### src/rtl/issue_operand_stage.sv
// issue_operand_stage
//
// Issue-side operand collection for one decoded instruction per cycle.
// Each source operand is resolved either from its alternate value (imm/PC),
// from x0 (constant zero), or through a priority bypass network:
// byp[0] (youngest) .. byp[NUM_BYP-1], then the writeback port, then the
// combinational register-file read data. A per-register pending-write
// scoreboard decides whether a register operand can be trusted this cycle.
// Accepted instructions are captured in a one-entry output register.
//
// Ports
//   clock, reset          rising-edge clock, asynchronous active-high reset
//   flush                 kills the output entry and clears the scoreboard
//   in_valid / in_ready   decoded-instruction handshake
//   in_rs1/in_rs2/in_rd   logical register indices
//   in_src*_is_reg        operand comes from a register (else in_src*_alt)
//   in_need_to_wb         instruction will write in_rd
//   in_src*_alt           immediate / PC operand value
//   in_pc, in_inst        passed through to the output entry
//   rf_rs*_addr/_data     combinational register-file read ports
//   byp_valid/rd/data     NUM_BYP flattened bypass sources, index 0 first
//   wb_valid/rd/data      architectural writeback, lowest-priority bypass
//   out_*                 issue handshake and captured instruction fields
//   hazard_stall_cnt      cycles stalled by the scoreboard (not backpressure)

module issue_operand_stage #(
    parameter int XLEN    = 64,
    parameter int NUM_BYP = 3,
    parameter int PC_W    = 48,
    parameter int CNT_W   = 2
) (
    input  logic                    clock,
    input  logic                    reset,
    input  logic                    flush,

    input  logic                    in_valid,
    output logic                    in_ready,
    input  logic [4:0]              in_rs1,
    input  logic [4:0]              in_rs2,
    input  logic [4:0]              in_rd,
    input  logic                    in_src1_is_reg,
    input  logic                    in_src2_is_reg,
    input  logic                    in_need_to_wb,
    input  logic [XLEN-1:0]         in_src1_alt,
    input  logic [XLEN-1:0]         in_src2_alt,
    input  logic [PC_W-1:0]         in_pc,
    input  logic [31:0]             in_inst,

    output logic [4:0]              rf_rs1_addr,
    output logic [4:0]              rf_rs2_addr,
    input  logic [XLEN-1:0]         rf_rs1_data,
    input  logic [XLEN-1:0]         rf_rs2_data,

    input  logic [NUM_BYP-1:0]      byp_valid,
    input  logic [5*NUM_BYP-1:0]    byp_rd,
    input  logic [XLEN*NUM_BYP-1:0] byp_data,

    input  logic                    wb_valid,
    input  logic [4:0]              wb_rd,
    input  logic [XLEN-1:0]         wb_data,

    output logic                    out_valid,
    input  logic                    out_ready,
    output logic [XLEN-1:0]         out_src1,
    output logic [XLEN-1:0]         out_src2,
    output logic [4:0]              out_rs1,
    output logic [4:0]              out_rs2,
    output logic [4:0]              out_rd,
    output logic                    out_need_to_wb,
    output logic [PC_W-1:0]         out_pc,
    output logic [31:0]             out_inst,

    output logic [31:0]             hazard_stall_cnt
);

    localparam logic [CNT_W-1:0] CNT_MAX = '1;
    localparam logic [CNT_W-1:0] CNT_ONE = CNT_W'(1);

    // Pending-write counters, one per architectural register. Entry 0 is
    // never incremented, so x0 can never look busy.
    logic [CNT_W-1:0] pend [32];

    // Resolved operand values and "some forwarding source hits" flags.
    logic [XLEN-1:0] fwd_val1, fwd_val2;
    logic            fwd_hit1, fwd_hit2;
    logic [XLEN-1:0] src1_val, src2_val;

    logic src1_ready, src2_ready;
    logic rd_saturated;
    logic out_free;
    logic accept;
    logic scoreboard_stall;

    logic [31:0] sb_inc, sb_dec;

    // The register file has no write-through, so the read address is simply
    // the decoded index every cycle.
    assign rf_rs1_addr = in_rs1;
    assign rf_rs2_addr = in_rs2;

    // ------------------------------------------------------------------
    // Forwarding network. The lowest-priority source is applied first and
    // each higher-priority hit overrides it, so byp[0] wins ties.
    // ------------------------------------------------------------------
    always_comb begin
        fwd_val1 = rf_rs1_data;
        fwd_val2 = rf_rs2_data;
        fwd_hit1 = 1'b0;
        fwd_hit2 = 1'b0;

        if (wb_valid && (wb_rd == in_rs1)) begin
            fwd_val1 = wb_data;
            fwd_hit1 = 1'b1;
        end
        if (wb_valid && (wb_rd == in_rs2)) begin
            fwd_val2 = wb_data;
            fwd_hit2 = 1'b1;
        end

        for (int i = NUM_BYP - 1; i >= 0; i--) begin
            if (byp_valid[i] && (byp_rd[i*5 +: 5] == in_rs1)) begin
                fwd_val1 = byp_data[i*XLEN +: XLEN];
                fwd_hit1 = 1'b1;
            end
            if (byp_valid[i] && (byp_rd[i*5 +: 5] == in_rs2)) begin
                fwd_val2 = byp_data[i*XLEN +: XLEN];
                fwd_hit2 = 1'b1;
            end
        end
    end

    // Final operand mux: alternate value, then hard-wired zero for x0, then
    // whatever the forwarding network produced.
    always_comb begin
        if (!in_src1_is_reg)
            src1_val = in_src1_alt;
        else if (in_rs1 == 5'd0)
            src1_val = '0;
        else
            src1_val = fwd_val1;

        if (!in_src2_is_reg)
            src2_val = in_src2_alt;
        else if (in_rs2 == 5'd0)
            src2_val = '0;
        else
            src2_val = fwd_val2;
    end

    // ------------------------------------------------------------------
    // Readiness. With exactly one write outstanding any forwarding hit must
    // be that write. With two or more, a hit might belong to the older
    // write, so the operand is not trusted until the count drops to one.
    // ------------------------------------------------------------------
    always_comb begin
        src1_ready = !in_src1_is_reg || (in_rs1 == 5'd0) ||
                     (pend[in_rs1] == '0) ||
                     ((pend[in_rs1] == CNT_ONE) && fwd_hit1);
        src2_ready = !in_src2_is_reg || (in_rs2 == 5'd0) ||
                     (pend[in_rs2] == '0) ||
                     ((pend[in_rs2] == CNT_ONE) && fwd_hit2);
    end

    // A writer cannot be accepted while its destination counter is full,
    // otherwise the counter would wrap and lose track of a write.
    assign rd_saturated = in_need_to_wb && (in_rd != 5'd0) &&
                          (pend[in_rd] == CNT_MAX);

    assign out_free = !out_valid || out_ready;

    assign in_ready = !flush && out_free && src1_ready && src2_ready &&
                      !rd_saturated;

    assign accept = in_valid && in_ready;

    // Only stalls that the scoreboard causes are counted; output
    // backpressure and flush cycles are excluded.
    assign scoreboard_stall = in_valid && !flush && out_free && !in_ready;

    // ------------------------------------------------------------------
    // Scoreboard update requests, one bit per register.
    // ------------------------------------------------------------------
    always_comb begin
        sb_inc = '0;
        sb_dec = '0;
        for (int r = 1; r < 32; r++) begin
            sb_inc[r] = accept && in_need_to_wb && (in_rd == 5'(r));
            sb_dec[r] = wb_valid && (wb_rd == 5'(r)) && (pend[r] != '0);
        end
    end

    // NOTE: the counter array is reset explicitly; it is only 32 small
    // registers and an unknown count after reset would stall or corrupt
    // the very first dependent instructions.
    always_ff @(posedge clock or posedge reset) begin
        if (reset) begin
            for (int r = 0; r < 32; r++)
                pend[r] <= '0;
        end else if (flush) begin
            // A writeback landing in the flush cycle is dropped as well.
            for (int r = 0; r < 32; r++)
                pend[r] <= '0;
        end else begin
            for (int r = 1; r < 32; r++) begin
                if (sb_inc[r] && !sb_dec[r])
                    pend[r] <= pend[r] + CNT_ONE;
                else if (sb_dec[r] && !sb_inc[r])
                    pend[r] <= pend[r] - CNT_ONE;
            end
        end
    end

    // ------------------------------------------------------------------
    // One-entry output register. Operands are captured at accept time, so
    // bypass values are not re-sampled while the entry waits on out_ready.
    // ------------------------------------------------------------------
    always_ff @(posedge clock or posedge reset) begin
        if (reset) begin
            out_valid      <= 1'b0;
            out_src1       <= '0;
            out_src2       <= '0;
            out_rs1        <= '0;
            out_rs2        <= '0;
            out_rd         <= '0;
            out_need_to_wb <= 1'b0;
            out_pc         <= '0;
            out_inst       <= '0;
        end else if (flush) begin
            out_valid <= 1'b0;
        end else if (accept) begin
            out_valid      <= 1'b1;
            out_src1       <= src1_val;
            out_src2       <= src2_val;
            out_rs1        <= in_rs1;
            out_rs2        <= in_rs2;
            out_rd         <= in_rd;
            out_need_to_wb <= in_need_to_wb;
            out_pc         <= in_pc;
            out_inst       <= in_inst;
        end else if (out_ready) begin
            out_valid <= 1'b0;
        end
    end

    // Free-running stall counter; wraps naturally at 2^32.
    always_ff @(posedge clock or posedge reset) begin
        if (reset)
            hazard_stall_cnt <= '0;
        else if (scoreboard_stall)
            hazard_stall_cnt <= hazard_stall_cnt + 32'd1;
    end

endmodule

### config.mk
export PLATFORM = sky130hd
export DESIGN_NAME = issue_operand_stage
export DESIGN_NICKNAME = d
export VERILOG_FILES = /design/src/rtl/issue_operand_stage.sv
export SDC_FILE = /design/constraint.sdc
export NUM_CORES = 1
export LEC_CHECK = 0
export CORE_AREA = 2 2 356 358
export DETAILED_ROUTE_END_ITERATION = 16
export DIE_AREA = 0 0 358 360
export HOLD_SLACK_MARGIN = 0.15
export PLACE_DENSITY_LB_ADDON = 0.15
export SKIP_LAST_GASP = 1
export SLEW_MARGIN = 20
export SYNTH_ARGS = -nofsm -noshare
export SYNTH_HDL_FRONTEND = slang
export SYNTH_SLANG_ARGS = --single-unit
### constraint.sdc
create_clock -name clock -period 25.5 [get_ports clock]
set_input_delay 5.1 -clock clock [delete_from_list [all_inputs] [get_ports clock]]
set_output_delay 5.1 -clock clock [all_outputs]
set_load 0.1 [all_outputs]
==> metrics.txt, run 1 <==
result of the run=completed; crit start category=input port; RePlAce Congestion=a little over 0.9; Pleak=between 10 and 15 nW; Final nets=4101; Post-DP HPWL=113 mm; # DRC=0; Crit Path Category=input port to output port; share of layout cells above drive strength 1=0.0755; syn avg cell area=8.10 sq um; number of antenna-violating nets in the routed design=0; Finished Cell Area=0.0342 sq mm; hold slack=0.469 ns; GR peak layer=met2; drt wl/cell=approximately 29 um; CP max FO=30; initial antenna violation count=65; core region area=0.125 sq mm; EDFF count, synth=0; clk root buf=clkbuf_16; Reg clk slew, reported paths=0.06 ns; total track usage=0.221; max-slew violation count=0; DR vias=24700; Placement Cell Area=roughly 0.032 sq mm; mapped cell area=0.0219 sq mm; total grt overflow=0; Post-CTS Resized=0; Pre-antenna DRT Iters=5; Tot Pwr=0.00285 W; register area share after synthesis=0.364; WP data arrival=9.56 ns; CTS sink cnt=319; TritonCTS clock tree=yes; fmax=68.2 MHz; Inserted Clock Buffers=between 40 and 50; Post-CTS Setup Repair Bufs=0; GR Layer Usage met2=0.384; Post-synth ARST share=1.00; Yosys cell types=64; Final Critical Period=14.66 ns; Clock Latency Late Sink=~0.63 ns; FF+latch count, synth=319; DIE AREA=0.129 sq mm; Initial DRC Count=1880; Main synth FF type=dfrtp_1; final hold vios=0; chip height=360 um; row cnt=130; Worst Skew=0.0297 ns; hold_buf cts=0; met1 Resource Use GR=0.261; Syn Inst Count=approximately 2700; # port buffers=between 900 and 1000; worst endpoint required time=approximately 20 ns; first-pass GRT wire length=between 200 and 250 mm; Ys Warns=0; die width=358 um; largest net degree at the start of global routing=141; clock tree buffer depth=3; worst-margin pin slew=1.14 ns; post-route insts no fill=5182; HP Class=flop to flop; met3 usage=0.0537; via-per-instance ratio=4.76; max-cap violations=0; initial core utilization=0.175; I/O pin count=slightly above 900; Final TNS setup=0 ns; Crit. End Element=output port; Syn Nets=3344; RSZ-0062 raised after global routing=false; Area Overhead vs Synth=56.0%; period utilization=0.575; H-tree Lvls=2; Setup-failing EPs final=0; vias in the first global route=24200; Relative slew margins=0.239; dpl cells=~5100; PwrDens=about 83 mW/mm^2; Worst VDD drop=between 60 and 70 uV; drt total wl=149 mm
-- power breakdown --
| group | internal [W] | switching [W] | total (W) |
|---|---|---|---|
| logic | 0.000362 | 0.00111 | 0.00147 |
| registers | 0.000615 | 0.0000660 | 0.000681 |
| clock network | 0.000412 | 0.000288 | 0.000700 |
| total | 0.00139 | 0.00146 | 0.00285 |
-- critical path, stage by stage --
cell             delay [ns]
clkdlybuf4s50_1        0.45
buf_4                  0.36
xor2_1                 0.12
nor4_1                 0.28
and3_4                 0.22
buf_4                  0.48
nor2b_4                0.33
and4_4                 0.31
nor2_1                 0.10
buf_4                  0.27
and2_1                 0.22
clkdlybuf4s50_1        1.16
-- synthesized netlist by cell type (23+ instances only) --
cell type / n / share of area
mux2_2: 69 / 0.035
nand4_1: 45 / 0.013
nor3b_1: 23 / 0.0079
mux4_2: 32 / 0.033
o221ai_1: 62 / 0.025
nor3_1: 86 / 0.020
o21ai_0: 114 / 0.026
nand3_1: 37 / 0.0085
and3_1: 26 / 0.0074
xor2_1: 42 / 0.017
dfrtp_1: 319 / 0.36
inv_1: 65 / 0.011
a311oi_1: 64 / 0.026
clkbuf_1: 164 / 0.028
xnor2_1: 57 / 0.023
mux2i_1: 80 / 0.037
o21a_1: 62 / 0.021
a21oi_1: 163 / 0.037
nand2_1: 544 / 0.093
a211oi_1: 131 / 0.045
nor2_1: 270 / 0.046
buf_2: 57 / 0.013
-- flip-flops by register name, summed over array words and instances (netlist names) --
| register | cells |
|---|---|
| out_src2 | 64 |
| pend | 62 |
| out_rs2 | 5 |
| out_rs1 | 5 |
| out_pc | 48 |
| out_need_to_wb | 1 |
| out_inst | 32 |
| out_src1 | 64 |
| out_valid | 1 |
| hazard_stall_cnt | 32 |
| out_rd | 5 |
-- placed cells by master, fill, tap and decap left out, types with 64 or more instances in the layout --
cell type,count
mux2_2,69
clkdlybuf4s50_1,899
o21ai_0,113
nor2_1,270
a311oi_1,64
a21oi_1,162
dfrtp_1,319
nor3_1,86
a211oi_1,131
nand2_1,544
inv_1,64
mux2i_1,80
-- through the flow --
stage,utilization,worst slack [ns]
4_1_cts,0.273,10.82
6_report,0.274,10.84
2_1_floorplan,-,11.57
3_5_place_dp,0.260,10.85
5_1_grt,0.273,10.63
3_3_place_gp,0.260,10.82
-- logic make-up (layout without fill, tap and decap cells) --
| family | Yosys count | in the layout | synth area share |
|---|---|---|---|
| other | 0 | 33 | 0 |
| and+or+nand+nor | 1145 | 1145 | 0.232 |
| buffers and inverters | 313 | 1108 | 0.0603 |
| xor gates and xnor gates | 99 | 99 | 0.0396 |
| muxes | 181 | 181 | 0.105 |
| adders and majority gates | 1 | 1 | 0.000571 |
| DFF | 319 | 319 | 0.364 |
| AOI/OAI and AO/OA | 646 | 646 | 0.198 |
-- worst paths after layout --
kind / from / end / slack [ns] / cells after the start
worst max register to register: pend[34] / out_src2[59] / 20.92 / 11
worst min register to register: out_inst[5] / out_inst[5] / 0.47 / 2
min in group asynchronous: reset / out_src2[26] / 4.97 / 2
max in group asynchronous: reset / hazard_stall_cnt[4] / 18.39 / 4
worst min-delay path: out_inst[5] / out_inst[5] / 0.47 / 2
worst max-delay path: in_rs2[0] / in_ready / 10.84 / 12
-- layout make-up --
class / count / area [sq um]
Fill cell: 13600 / 90700
Multi-Input combinational cell: 2072 / 12700
Timing Repair Buffer: 956 / 9460
Sequential cell: 319 / 7980
Tap cell: 1650 / 2060
Clock buffer: 62 / 1300
Clock inverter: 24 / 303
Inverter: 66 / 256
Antenna cell: 33 / 82.6
-- per-layer routing --
layer / share of wire / vias up
met2: 0.50 / 1075
met4: 0.035 / 34
met5: 0.0016 / -
li1: - / 11200
met3: 0.071 / 250
met1: 0.40 / 12100
Note: power is estimated with default switching activity, not from simulation.
==> run 2, diff against run 1 <==
==> constraint.sdc (replaced) <==
create_clock -name clock -period 13.3 [get_ports clock]
set_input_delay 2.66 -clock clock [delete_from_list [all_inputs] [get_ports clock]]
set_output_delay 2.66 -clock clock [all_outputs]
set_load 0.1 [all_outputs]
==> run 2 against run 1 <==
Against the previous run:
- core utilization increased by 0.056 points
- highest routed layer unchanged
- sequential cell count is the same
- count of clock-buffer cells in the layout increased by 8
- combinational power rose by 92%
==> metrics.txt, run 2 (same netlist as run 1, synthesis figures left out) <==
CP top delay family=buffers and inverters; final hold vios=0; Area Overhead vs Synth=56.3%; chip height=360 um; Crit. Startpoint=in_rs2[1]; Buf/Inv on CP=4; drt wl/cell=around 29 um; hold_buf cts=0; most frequent cells in the layout=clkdlybuf4s50_1, nand2_1, dfrtp_1; Setup WS post-layout=3.35 ns; Worst Skew=between 0.02 and 0.03 ns; fmax=around 100 MHz; CP Depth=11; I/O pin count=907; clk root buf=clkbuf_16; total grt overflow=0; DIE AREA=0.129 sq mm; number of antenna-violating nets in the routed design=0; RePlAce Congestion=0.903; share of layout cells above drive strength 1=0.0752; Inserted Clock Buffers=48; FF-to-FF End=out_src2[20]; WP data arrival=7.29 ns; RSZ-0062 raised after global routing=false; initial core utilization=0.175; Critical Path, Cell by Cell=clkdlybuf4s50_1 > buf_4 > xor2_1 > nor4_1 > and3_4 > buf_4 > nor2b_4 > and4_4 > nor2_1 > and2_1 > clkdlybuf4s50_1; CTS sink cnt=319; crit start category=input port; Post-CTS Setup Repair Bufs=0; Reg clk slew, reported paths=roughly 0.050 ns; TritonCTS clock tree=yes; commonest non-fill, non-tap cell in the layout=clkdlybuf4s50_1; H-tree Lvls=2; drt total wl=148 mm; Reg-to-Reg Start=pend[34]; # DRC=0; Setup-failing EPs final=0; clock tree buffer depth=3; worst endpoint required time=10.64 ns; largest registers=out_src1 (64), out_src2 (64), pend (62); largest net degree at the start of global routing=142; Pre-antenna DRT Iters=5; CP Capture Point=in_ready; hold slack=0.469 ns; Final nets=4099; HP Class=flop to flop; CP max FO=38; Worst VDD drop=around 100 uV; Tot Pwr=0.00550 W; max-cap violations=0; Final Critical Period=9.95 ns; result of the run=completed; r2r worst-path depth=11; DR vias=between 20000 and 25000; max-slew violation count=0; Final TNS setup=0 ns; vias in the first global route=24500; worst reg2reg setup slack=~8.7 ns; Placement Setup Slack=3.38 ns; Post-DP HPWL=112 mm; PwrDens=between 150 and 200 mW/mm^2; first-pass GRT wire length=a little over 200 mm; via-per-instance ratio=4.76; period utilization=0.748; Initial DRC Count=between 1500 and 2000; Pleak=13.2 nW; die width=approximately 360 um; Crit. End Element=output port; Crit Path Category=input port to output port; Largest stage delay, worst path=1.16 ns; Relative slew margins=0.212; Post-CTS Resized=0; fillers=between 10000 and 15000; row cnt=130; total track usage=0.222; worst-margin pin slew=1.18 ns; initial antenna violation count=76; Clock Latency Late Sink=0.64 ns; # port buffers=906; core region area=roughly 0.12 sq mm; Slowest cell on crit path=clkdlybuf4s50_1
[run 2: cell count changes in the layout (fill, tap and decap cells not counted), sizes merged]
cell      change
buf           -4
bufinv        -1
clkbuf        +8
clkinv        -4
clkinvlp      -2
diode         +3
[run 2: tightest hold or removal path, cell delays in order, from the launching register on]
cell     delay (ns)
dfrtp_1        0.34
nand2_1        0.05
nand2_1        0.05
[run 2: routing by layer]
layer | wire [um] | global-route usage | vias up
met5 | 250 | 0 | -
met4 | 4910 | 0.0802 | 40
met3 | 11000 | 0.0592 | 229
met2 | 74100 | 0.387 | 991
met1 | 58200 | 0.258 | 12200
li1 | - | - | 11200
[run 2: power breakdown]
part	switching [W]	internal, W	total, W
Clock	0.000557	0.000820	0.00138
Combinational	0.00213	0.000693	0.00282
Sequential	0.000124	0.00118	0.00130
[run 2: worst min path at each step]
stage,endpoint,slack [ns],cells after the start,startpoint
after floorplan,pend[51],0.51,2,pend[51]
after CTS,out_inst[9],0.48,2,out_inst[9]
after global placement,out_inst[6],0.46,2,out_inst[6]
after global routing,out_pc[18],0.49,2,out_pc[18]
final,out_inst[19],0.47,2,out_inst[19]
after detailed placement,out_inst[9],0.46,2,out_inst[9]
[run 2: stage by stage]
stage / area [sq um] / util / cells
CTS: 34200 / 0.273 / 5146
floorplan: 21900 / - / 2704
finish: 34200 / 0.274 / 5182
global route: 34200 / 0.274 / 5174
detailed placement: 32500 / 0.260 / 5059
global placement: 32400 / 0.260 / 5058
[run 2: area by class of cell]
| class | instances | area, sq um | share of cell area |
|---|---|---|---|
| antenna | 36 | 90.1 | 0.00263 |
| multi-input combinational | 2072 | 12700 | 0.372 |
| clock inverter | 17 | 253 | 0.00738 |
| timing repair buffer | 952 | 9450 | 0.276 |
| tap | 1650 | 2060 | 0.0603 |
| sequential | 319 | 7980 | 0.233 |
| clock buffer | 70 | 1410 | 0.0413 |
| inverter | 66 | 256 | 0.00749 |
